## src/rtl/alu_pkg.sv

```systemverilog
// Shared definitions for the multicycle ALU: opcodes, FSM states and the
// operating modes of the shared multiply/divide sequencer.
package alu_pkg;

   localparam logic [4:0] OP_ADD  = 5'b00011;
   localparam logic [4:0] OP_SUB  = 5'b00100;
   localparam logic [4:0] OP_AND  = 5'b00101;
   localparam logic [4:0] OP_OR   = 5'b00110;
   localparam logic [4:0] OP_SHR  = 5'b00111;
   localparam logic [4:0] OP_SHRA = 5'b01000;
   localparam logic [4:0] OP_SHL  = 5'b01001;
   localparam logic [4:0] OP_ROR  = 5'b01010;
   localparam logic [4:0] OP_ROL  = 5'b01011;
   localparam logic [4:0] OP_MUL  = 5'b01111;
   localparam logic [4:0] OP_DIV  = 5'b10000;
   localparam logic [4:0] OP_NEG  = 5'b10001;
   localparam logic [4:0] OP_NOT  = 5'b10010;

   typedef enum logic [1:0] {IDLE, MUL, DIV, FIX} state_e;

   typedef enum logic [1:0] {MD_NONE, MD_MUL, MD_DIV} md_mode_e;

   function automatic logic is_multicycle(input logic [4:0] op);
      return (op == OP_MUL) || (op == OP_DIV);
   endfunction

endpackage

```

## src/rtl/multicycle_alu_if.sv

```systemverilog
// Request/result bundle between the control unit and the multicycle ALU.
// The control unit is the master; the ALU is the slave.
interface multicycle_alu_if #(
   parameter int WIDTH = 32
);
   logic             start;
   logic [4:0]       instruction;
   logic [WIDTH-1:0] A;
   logic [WIDTH-1:0] B;
   logic             busy;
   logic             done;
   logic [WIDTH-1:0] Z_hi;
   logic [WIDTH-1:0] Z_lo;
   logic             div_zero;
   logic             illegal;

   modport master (
      output start, instruction, A, B,
      input  busy, done, Z_hi, Z_lo, div_zero, illegal
   );

   modport slave (
      input  start, instruction, A, B,
      output busy, done, Z_hi, Z_lo, div_zero, illegal
   );
endinterface

```

## src/rtl/seq_muldiv.sv

```systemverilog
// Shared iterative engine: radix-2 Booth multiply or non-restoring divide of
// operand magnitudes. The register pair acc/sreg serves as {hi,lo} or {R,Q}.
module seq_muldiv
   import alu_pkg::*;
#(
   parameter int WIDTH = 32
) (
   input  logic             clock,
   input  logic             clear,
   input  logic             go,
   input  md_mode_e         mode,
   input  logic [WIDTH-1:0] op_a,
   input  logic [WIDTH-1:0] op_b,
   output logic             fin,
   output logic [WIDTH-1:0] hi_out,
   output logic [WIDTH-1:0] lo_out
);
   localparam int CW = $clog2(WIDTH + 1);

   md_mode_e         mode_q;
   logic [WIDTH:0]   acc;
   logic [WIDTH:0]   acc_nx;
   logic [WIDTH-1:0] sreg;
   logic [WIDTH-1:0] sreg_nx;
   logic [WIDTH-1:0] m_q;
   logic             q_m1;
   logic             q_m1_nx;
   logic [CW-1:0]    cnt;
   logic [WIDTH:0]   booth_sum;
   logic [WIDTH:0]   div_trial;
   logic [WIDTH:0]   m_ext_s;
   logic [WIDTH:0]   m_ext_u;

   assign m_ext_s = {m_q[WIDTH-1], m_q};
   assign m_ext_u = {1'b0, m_q};

   always_comb begin
      acc_nx    = acc;
      sreg_nx   = sreg;
      q_m1_nx   = q_m1;
      booth_sum = acc;
      div_trial = '0;
      if (mode_q == MD_MUL) begin
         case ({sreg[0], q_m1})
            2'b01:   booth_sum = acc + m_ext_s;
            2'b10:   booth_sum = acc - m_ext_s;
            default: booth_sum = acc;
         endcase
         acc_nx  = {booth_sum[WIDTH], booth_sum[WIDTH:1]};
         sreg_nx = {booth_sum[0], sreg[WIDTH-1:1]};
         q_m1_nx = sreg[0];
      end else if (mode_q == MD_DIV) begin
         // Sign of the partial remainder picks subtract or add back
         div_trial = acc[WIDTH] ? ({acc[WIDTH-1:0], sreg[WIDTH-1]} + m_ext_u)
                                : ({acc[WIDTH-1:0], sreg[WIDTH-1]} - m_ext_u);
         acc_nx  = div_trial;
         sreg_nx = {sreg[WIDTH-2:0], ~div_trial[WIDTH]};
      end
   end

   always_ff @(posedge clock or posedge clear) begin
      if (clear) begin
         mode_q <= MD_NONE;
         acc    <= '0;
         sreg   <= '0;
         m_q    <= '0;
         q_m1   <= 1'b0;
         cnt    <= '0;
      end else if (go) begin
         mode_q <= mode;
         acc    <= '0;
         q_m1   <= 1'b0;
         cnt    <= (mode == MD_NONE) ? '0 : CW'(WIDTH);
         if (mode == MD_DIV) begin
            sreg <= op_a[WIDTH-1] ? -op_a : op_a;
            m_q  <= op_b[WIDTH-1] ? -op_b : op_b;
         end else begin
            sreg <= op_b;
            m_q  <= op_a;
         end
      end else if (cnt != '0) begin
         acc  <= acc_nx;
         sreg <= sreg_nx;
         q_m1 <= q_m1_nx;
         cnt  <= cnt - CW'(1);
      end
   end

   assign fin = (cnt == '0);

   // Divide mode restores a negative final remainder on the way out
   assign hi_out = (mode_q == MD_DIV && acc[WIDTH]) ? (acc[WIDTH-1:0] + m_q)
                                                    : acc[WIDTH-1:0];
   assign lo_out = sreg;

endmodule

```

## src/rtl/multicycle_alu.sv

```systemverilog
// Registered ALU for the Mini SRC datapath: single-cycle logic/add/shift ops,
// iterative signed multiply and divide through the shared seq_muldiv engine.
module multicycle_alu
   import alu_pkg::*;
#(
   parameter int WIDTH = 32,
   parameter int SHW   = $clog2(WIDTH)
) (
   input logic             clock,
   input logic             clear,
   multicycle_alu_if.slave bus
);
   state_e           state;
   state_e           next_state;
   logic             accept;
   md_mode_e         md_mode;
   logic             pend;
   logic [4:0]       op_q;
   logic [WIDTH-1:0] a_q;
   logic [WIDTH-1:0] b_q;
   logic             fin;
   logic [WIDTH-1:0] md_hi;
   logic [WIDTH-1:0] md_lo;
   logic [SHW-1:0]   sh;
   logic [WIDTH-1:0] sc_hi;
   logic [WIDTH-1:0] sc_lo;
   logic             sc_dz;
   logic             sc_ill;
   logic             wr_en;
   logic [WIDTH-1:0] wr_hi;
   logic [WIDTH-1:0] wr_lo;
   logic             wr_dz;
   logic             wr_ill;
   logic [WIDTH-1:0] z_hi_q;
   logic [WIDTH-1:0] z_lo_q;
   logic             done_q;
   logic             dz_q;
   logic             ill_q;

   // Divide by zero never enters the iterative path
   always_comb begin
      next_state = state;
      accept     = 1'b0;
      md_mode    = MD_NONE;
      case (state)
         IDLE: begin
            if (bus.start) begin
               accept = 1'b1;
               if (is_multicycle(bus.instruction) &&
                   !(bus.instruction == OP_DIV && bus.B == '0)) begin
                  md_mode    = (bus.instruction == OP_MUL) ? MD_MUL : MD_DIV;
                  next_state = (bus.instruction == OP_MUL) ? MUL : DIV;
               end
            end
         end
         MUL:     if (fin) next_state = IDLE;
         DIV:     if (fin) next_state = FIX;
         FIX:     next_state = IDLE;
         default: next_state = IDLE;
      endcase
   end

   always_ff @(posedge clock or posedge clear) begin
      if (clear) begin
         state <= IDLE;
         pend  <= 1'b0;
         op_q  <= '0;
         a_q   <= '0;
         b_q   <= '0;
      end else begin
         state <= next_state;
         pend  <= accept && (md_mode == MD_NONE);
         if (accept) begin
            op_q <= bus.instruction;
            a_q  <= bus.A;
            b_q  <= bus.B;
         end
      end
   end

   seq_muldiv #(.WIDTH(WIDTH)) u_muldiv (
      .clock  (clock),
      .clear  (clear),
      .go     (accept),
      .mode   (md_mode),
      .op_a   (bus.A),
      .op_b   (bus.B),
      .fin    (fin),
      .hi_out (md_hi),
      .lo_out (md_lo)
   );

   assign sh = b_q[SHW-1:0];

   always_comb begin
      sc_hi  = '0;
      sc_lo  = '0;
      sc_dz  = 1'b0;
      sc_ill = 1'b0;
      case (op_q)
         OP_ADD:  sc_lo = a_q + b_q;
         OP_SUB:  sc_lo = a_q - b_q;
         OP_AND:  sc_lo = a_q & b_q;
         OP_OR:   sc_lo = a_q | b_q;
         OP_SHR:  sc_lo = a_q >> sh;
         OP_SHRA: sc_lo = $signed(a_q) >>> sh;
         OP_SHL:  sc_lo = a_q << sh;
         OP_ROR:  sc_lo = (a_q >> sh) | (a_q << (WIDTH - int'(sh)));
         OP_ROL:  sc_lo = (a_q << sh) | (a_q >> (WIDTH - int'(sh)));
         OP_NEG:  sc_lo = -a_q;
         OP_NOT:  sc_lo = ~a_q;
         OP_DIV: begin
            sc_lo = '1;
            sc_hi = a_q;
            sc_dz = 1'b1;
         end
         default: sc_ill = 1'b1;
      endcase
   end

   // FIX applies quotient sign (operand signs differ) and remainder sign (dividend)
   always_comb begin
      wr_en  = 1'b0;
      wr_hi  = '0;
      wr_lo  = '0;
      wr_dz  = 1'b0;
      wr_ill = 1'b0;
      if (pend) begin
         wr_en  = 1'b1;
         wr_hi  = sc_hi;
         wr_lo  = sc_lo;
         wr_dz  = sc_dz;
         wr_ill = sc_ill;
      end else if (state == MUL && fin) begin
         wr_en = 1'b1;
         wr_hi = md_hi;
         wr_lo = md_lo;
      end else if (state == FIX) begin
         wr_en = 1'b1;
         wr_lo = (a_q[WIDTH-1] ^ b_q[WIDTH-1]) ? -md_lo : md_lo;
         wr_hi = a_q[WIDTH-1] ? -md_hi : md_hi;
      end
   end

   always_ff @(posedge clock or posedge clear) begin
      if (clear) begin
         z_hi_q <= '0;
         z_lo_q <= '0;
         done_q <= 1'b0;
         dz_q   <= 1'b0;
         ill_q  <= 1'b0;
      end else begin
         done_q <= wr_en;
         if (wr_en) begin
            z_hi_q <= wr_hi;
            z_lo_q <= wr_lo;
            dz_q   <= wr_dz;
            ill_q  <= wr_ill;
         end else if (accept) begin
            dz_q  <= 1'b0;
            ill_q <= 1'b0;
         end
      end
   end

   assign bus.busy     = (state != IDLE);
   assign bus.done     = done_q;
   assign bus.Z_hi     = z_hi_q;
   assign bus.Z_lo     = z_lo_q;
   assign bus.div_zero = dz_q;
   assign bus.illegal  = ill_q;

endmodule

```

## src/flat_wrapper.sv

```systemverilog
// flat-port wrapper written by rule: the top's interface ports become plain ports
module multicycle_alu_flat import alu_pkg::*;
#(
   parameter int WIDTH = 32,
   parameter int SHW   = $clog2(WIDTH)
)
  (clock, clear, bus_start, bus_instruction, bus_A, bus_B, bus_busy, bus_done, bus_Z_hi, bus_Z_lo, bus_div_zero, bus_illegal);
  multicycle_alu_if #(.WIDTH(WIDTH)) bus_i ();
  input logic clock;
  input logic clear;
  input wire logic [$bits(bus_i.start)-1:0] bus_start;
  input wire logic [$bits(bus_i.instruction)-1:0] bus_instruction;
  input wire logic [$bits(bus_i.A)-1:0] bus_A;
  input wire logic [$bits(bus_i.B)-1:0] bus_B;
  output wire logic [$bits(bus_i.busy)-1:0] bus_busy;
  output wire logic [$bits(bus_i.done)-1:0] bus_done;
  output wire logic [$bits(bus_i.Z_hi)-1:0] bus_Z_hi;
  output wire logic [$bits(bus_i.Z_lo)-1:0] bus_Z_lo;
  output wire logic [$bits(bus_i.div_zero)-1:0] bus_div_zero;
  output wire logic [$bits(bus_i.illegal)-1:0] bus_illegal;
  assign bus_i.start = bus_start;
  assign bus_i.instruction = bus_instruction;
  assign bus_i.A = bus_A;
  assign bus_i.B = bus_B;
  assign bus_busy = bus_i.busy;
  assign bus_done = bus_i.done;
  assign bus_Z_hi = bus_i.Z_hi;
  assign bus_Z_lo = bus_i.Z_lo;
  assign bus_div_zero = bus_i.div_zero;
  assign bus_illegal = bus_i.illegal;
  multicycle_alu #(.WIDTH(WIDTH), .SHW(SHW)) u_core (.clock(clock), .clear(clear), .bus(bus_i));
endmodule
```

## config.mk

```make
export PLATFORM = sky130hd
export DESIGN_NAME = multicycle_alu_flat
export DESIGN_NICKNAME = d
export VERILOG_FILES = /design/src/rtl/alu_pkg.sv /design/src/rtl/multicycle_alu_if.sv /design/src/rtl/seq_muldiv.sv /design/src/rtl/multicycle_alu.sv /design/src/flat_wrapper.sv
export SDC_FILE = /design/constraint.sdc
export NUM_CORES = 2
export LEC_CHECK = 0
export ABC_AREA = 1
export CORE_MARGIN = 1
export CORE_UTILIZATION = 45
export CTS_CLUSTER_DIAMETER = 200
export DETAILED_ROUTE_END_ITERATION = 10
export DONT_BUFFER_PORTS = 1
export SLEW_MARGIN = 10
export SYNTH_ARGS = -nofsm -noshare
export SYNTH_HDL_FRONTEND = slang
export SYNTH_SLANG_ARGS = --single-unit
```

## constraint.sdc

```tcl
create_clock -name clock -period 10.1 [get_ports clock]
set_input_delay 0.505 -clock clock [delete_from_list [all_inputs] [get_ports clock]]
set_output_delay 0.505 -clock clock [all_outputs]
set_load 0.02 [all_outputs]
```

**After elaboration in Yosys (flattened, before gate mapping)**

Cells that the tools add are included.

- Register bits: 245
- Input port bits: 72
- Output and inout bits: 68
- Word-level logic and storage cells: 141

- $add $sub $neg: 14
- Equality and inequality tests: 26
- Shift operators: 5
- Muxes and demuxes: 52
- Bitwise gates (word level): 7
- Reductions and logical operators: 21

Operator list:

| cell | count |
|---|---|
| $mux W32 | 18 |
| $pmux W32 S12 | 1 |
| $mux W33 | 5 |
| $neg A32 Y32 | 5 |
| $or A32 B32 Y32 | 3 |
| $pmux W33 S2 | 1 |
| $add A32 B32 Y32 | 2 |
| $add A33 B32 Y33 | 1 |
| $add A33 B33 Y33 | 1 |
| $sub A33 B32 Y33 | 1 |
| $sub A33 B33 Y33 | 1 |
| $and A32 B32 Y32 | 1 |
| $logic_not A32 Y1 | 1 |
| $not A32 Y32 | 1 |
| $shl A32 B32 Y32 | 1 |
| $shl A32 B5 Y32 | 1 |
| $shr A32 B32 Y32 | 1 |
| $shr A32 B5 Y32 | 1 |
| $sshr A32 B5 Y32 | 1 |
| $sub A32 B32 Y32 | 1 |
| $eq A5 B4 Y1 const B | 5 |
| $eq A5 B3 Y1 const B | 4 |
| $eq A5 B5 Y1 const B | 4 |
| $mux W6 | 3 |
| 23 further kinds | 61 |

**Longest topological paths before layout**

- Depth in word-level cells: 10
- Mapped depth: 30
- Mapped depth without buffers: 30

**By module**

Synthesis repeated with hierarchy kept, for this count alone.

- Cells, all modules: 6493
- Area, all modules: 35627.9 µm²

Modules (own cells, without submodules):

| module | instances | cells an instance | area each (µm²) | seq. area each (µm²) |
|---|---|---|---|---|
| multicycle_alu | 1 | 3874 | 20502.2 | 3478.3 |
| seq_muldiv | 1 | 2619 | 15125.8 | 2652.5 |

**Worst setup path after synthesis**

No wires, ideal clock.

- Path kind: reg2reg
- From: register u_core.b_q[1]
- To: register u_core.z_lo_q[31], in the netlist u_core.bus.Z_lo[31]
- Setup time: 0.124 ns
- Arrival: 3.912 ns
- Required time: 9.976 ns
- Setup slack: 6.064 ns
- Stages on the path, launching flop included: 30
- Buffers on the path: 4
- Period minus slack after synthesis: 4.036 ns
- Path through: dfrtp_1 buf_2 inv_1 buf_2 buf_2 buf_2 ha_1 nand2_1 nor2_1 inv_1 nor2_2 nand3_1 inv_2 nand3b_1 o31ai_2 nand2_1 a21oi_1 o21ai_0 xor2_1 ha_1 nand2_1 nor3_1 a21oi_1 o21ai_0 a31oi_1 nand2b_1 nand3_1 nand3_1 nand2_1 nand3_1

- Longest elaborated chain between the ends: 5
- Elaborated cells on any way between the ends: 12
- Classes of those cells: add/sub (3); shift (5); mux (2); bitwise (2)

RTL lines:

| what | RTL line | RTL |
|---|---|---|
| start: declaration | multicycle_alu.sv:20 | `logic [WIDTH-1:0] b_q;` |
| start signal: assignment | multicycle_alu.sv:76 | `b_q <= bus.B;` |
| $sub A6 B5 Y7 | multicycle_alu.sv:108, multicycle_alu.sv:109 |  |
| $shr A32 B32 Y32 / $shl A32 B32 Y32 (equally long branches) | multicycle_alu.sv:109, multicycle_alu.sv:108 |  |
| $or A32 B32 Y32, on equally long branches | multicycle_alu.sv:109, multicycle_alu.sv:108 |  |
| $pmux W32 S12 * | multicycle_alu.sv:100 | `case (op_q)` |
| $mux W32 * | multicycle_alu.sv:128 | `if (pend) begin` |
| end signal: assignment | multicycle_alu.sv:156 | `z_lo_q <= wr_lo;` |
| end: declaration | multicycle_alu.sv:35 | `logic [WIDTH-1:0] z_lo_q;` |

Mark *: on every way between the ends. The rest lies on a longest branch, timed or not.
A chain may end at the register's enable or synchronous reset.

**Worst setup path in the final report**

- From: register u_core.op_q[1]
- To: register u_core.z_lo_q[15], in the netlist u_core.bus.Z_lo[15]

- Longest elaborated chain between the ends: 3
- Elaborated cells on any way between the ends: 14
- Classes of those cells: eq/ne (12); mux (2)

RTL lines:

| what | RTL line | RTL |
|---|---|---|
| start: declaration | multicycle_alu.sv:18 | `logic [4:0] op_q;` |
| start signal: assignment | multicycle_alu.sv:74 | `op_q <= bus.instruction;` |
| $eq A5 B5 Y1, or another cell as far along | multicycle_alu.sv:100 |  |
| $pmux W32 S12 * | multicycle_alu.sv:100 |  |
| $mux W32 * | multicycle_alu.sv:128 |  |

Marked as above.

==> flow_metrics.tcl <==
set metrics [dict create \
    cts_buffer_depth 3 \
    drt_iter0_markers 6185 \
    postSynth.asyncResetShare_pct 100.0 \
    r2r_setup_slack_ns 4.53 \
    arrival_ns 6.00 \
    cts_tree "done" \
    routedWlPerCell_um 28.02 \
    final_antenna_net_count 0 \
    cp-start-kind "flip-flop" \
    vias_per_cell 6.382 \
    tns_ns 0 \
    ioPinCount 140 \
    die_area_um2 72790 \
    syn_inst 5519 \
    num_rows 97 \
    synth-edff-count 0 \
    ys_ff_latch 245 \
    hold_class "primary input to flip-flop" \
    vias 40450 \
    setup_slack_ns 4.525 \
    relSlewSlack_pct 9.518 \
    fillers 7671 \
    initial_utilization_pct 45.77 \
    min_period_ns 5.575 \
    min_period_over_period_pct 55.19 \
    clk_pin_slew_ns 0.06 \
    synth_fp_nets 5737 \
    slew_violations 0 \
    pre_cts_slack_ns 4.815 \
    finalClockSkew_ns 0.05152 \
    yosysWarningCount 0 \
    core_area_um2 70510 \
    ys_types 72 \
    cp-end-kind "flip-flop" \
    area_delta_synth_final_pct 5.963 \
    crit_type "flip-flop to flip-flop" \
    drv_cap 0 \
    drive_gt1_share_pct 4.635 \
    grt_pass1_vias 36310 \
    rsz0062_at_grt "false" \
    die_h_um 269.8 \
    post_cts_buffers 0 \
    numCtsBuffers 34 \
    dp_cells 6272 \
    finalSetupViolations 0 \
    drtPass1Iterations 6 \
    grt_pass1_wl_um 253200 \
    cts_root_buffer "clkbuf_16" \
    gr-total-overflow 0 \
    fin_cells 6339 \
    layout_common_cells "nand2_1, o21ai_0, inv_1" \
    whs_ns 0.06414 \
    dp_hpwl_um 140600 \
    outcome "finished, final reports clean" \
    fmax_mhz 179.4 \
    die_x_um 269.8 \
    required_ns 10.53 \
    grt_max_degree 116 \
    hold_viol_final 0 \
    avgSynthCellArea_um2 5.847 \
    drc 0 \
    synthFlopType "dfrtp_1" \
    clk_latency_ns 0.59 \
    ys_seq_area_share_pct 19.00 \
    cp_max_fo 21 \
    clock-sinks 245 \
    syn_area_um2 32270 \
    tightest_slew_ns 1.340 \
    io_buffers 0 \
    htree_levels 2 \
    grt_usage_pct 47.17 \
    gp_congestion 1.149 \
    postCtsResizedCells 0 \
    mostFrequentLayoutCell "nand2_1" \
    antenna_found_initial 11 \
    fin_nets 5587 \
    wl_um 177600 \
]
==> final cells by class <==
cell class                      instances  area, um2  area share, %
Tap cell                              940       1176          3.439
Antenna cell                            5      12.51        0.03659
Inverter                              652       2457          7.186
Clock inverter                         16      210.2         0.6147
Sequential cell                       245       6135          17.94
Timing Repair Buffer                   79      595.6          1.742
Multi-Input combinational cell       4357      22680          66.32
Clock buffer                           45      932.1          2.726
==> per-stage QoR <==
| step | utilization (%) | cell area, um2 |
|---|---|---|
| global route | 48.48 | 34180 |
| floorplan | - | 32270 |
| finish | 48.50 | 34200 |
| detailed placement | 46.84 | 33030 |
| global placement | 46.84 | 33030 |
| CTS | 48.48 | 34180 |
==> synthesized netlist by cell type, drive strengths merged, types with 12 or more instances <==
| cell type | count | area [um2] |
|---|---|---|
| o2111ai | 14 | 122.6 |
| nand2 | 1511 | 5717 |
| o211ai | 56 | 420.4 |
| dfrtp | 245 | 6131 |
| nor3 | 73 | 427.9 |
| o21ai | 741 | 3709 |
| ha | 142 | 1777 |
| inv | 644 | 2417 |
| buf | 70 | 346.6 |
| nand3b | 13 | 97.59 |
| xor2 | 143 | 1252 |
| o31ai | 19 | 147.6 |
| o21bai | 12 | 90.09 |
| nor4 | 20 | 131.4 |
| mux2i | 22 | 220.2 |
| or2 | 36 | 225.2 |
| o22ai | 53 | 331.6 |
| a21oi | 428 | 2146 |
| a31oi | 29 | 181.4 |
| clkbuf | 195 | 732.0 |
| a22oi | 18 | 135.1 |
| o221ai | 49 | 429.2 |
| xnor2 | 29 | 254.0 |
| nor2 | 456 | 1809 |
| nand3 | 314 | 1604 |
| nand4 | 70 | 437.9 |
| a21o | 15 | 112.6 |
==> kinds of logic (layout without fill, tap and decap cells) <==
logic type	Yosys count	after routing	synth area share [%]
XOR/XNOR	172	172	4.668
AND/OR/NAND/NOR	2504	2504	32.61
other	0	5	0
adder cells (fa/ha/maj)	146	146	5.753
multiplexers	22	22	0.6824
buffers and inverters	917	792	10.93
flip-flops	245	245	19.00
AO/OA/AOI/OAI	1513	1513	26.36
==> flip-flops by register name, summed over array words and instances (netlist names), 5 cells and up <==
signal                  count
u_core.u_muldiv.cnt         6
u_core.bus.Z_lo            32
u_core.a_q                 32
u_core.bus.Z_hi            32
u_core.u_muldiv.acc        33
u_core.b_q                 32
u_core.u_muldiv.lo_out     32
u_core.op_q                 5
u_core.u_muldiv.m_q        32
==> per-layer routing <==
metal | share of wire (%) | vias to the layer above | track usage [%] | wire length, um
li1 | - | 18200 | - | -
met1 | 41 | 18900 | 64.47 | 71950
met2 | 39 | 2849 | 64.88 | 68860
met3 | 15 | 490 | 16.98 | 26830
met4 | 5.6 | 14 | 22.89 | 9883
met5 | 0.046 | - | 0 | 81
==> final timing paths <==
kind,cells past startpoint,startpoint,to
hold / removal,2,bus_B[20],u_core.b_q[20]
max in group asynchronous,3,clear,u_core.op_q[2]
setup / recovery,13,u_core.op_q[1],u_core.bus.Z_lo[15]
setup reg to reg,13,u_core.op_q[1],u_core.bus.Z_lo[15]
hold reg to reg,1,u_core.u_muldiv.cnt[0],u_core.u_muldiv.cnt[0]
min in group asynchronous,2,clear,u_core.state[1]
==> what timing repair did <==
item                       4_1_cts  5_1_grt
hold buffers                     1        0
hold endpoints to repair        27        0
setup endpoints to repair        0        0
==> worst max-delay path, cell delays in order, from the launching register on <==
cell and delay, ns:
dfrtp_1 0.74, inv_1 0.55, nand2_1 0.27, inv_1 0.07
nand2_1 0.46, inv_1 0.48, nand2_1 0.23, nor2_1 0.16
a2111oi_0 1.11, o21ai_0 0.23, nor2_1 0.18, o211ai_1 0.32
o31ai_1 0.49, nand3_1 0.13
Power is not shown: default switching activity piles up to over one toggle a cycle in this logic, so the estimate is an artifact.
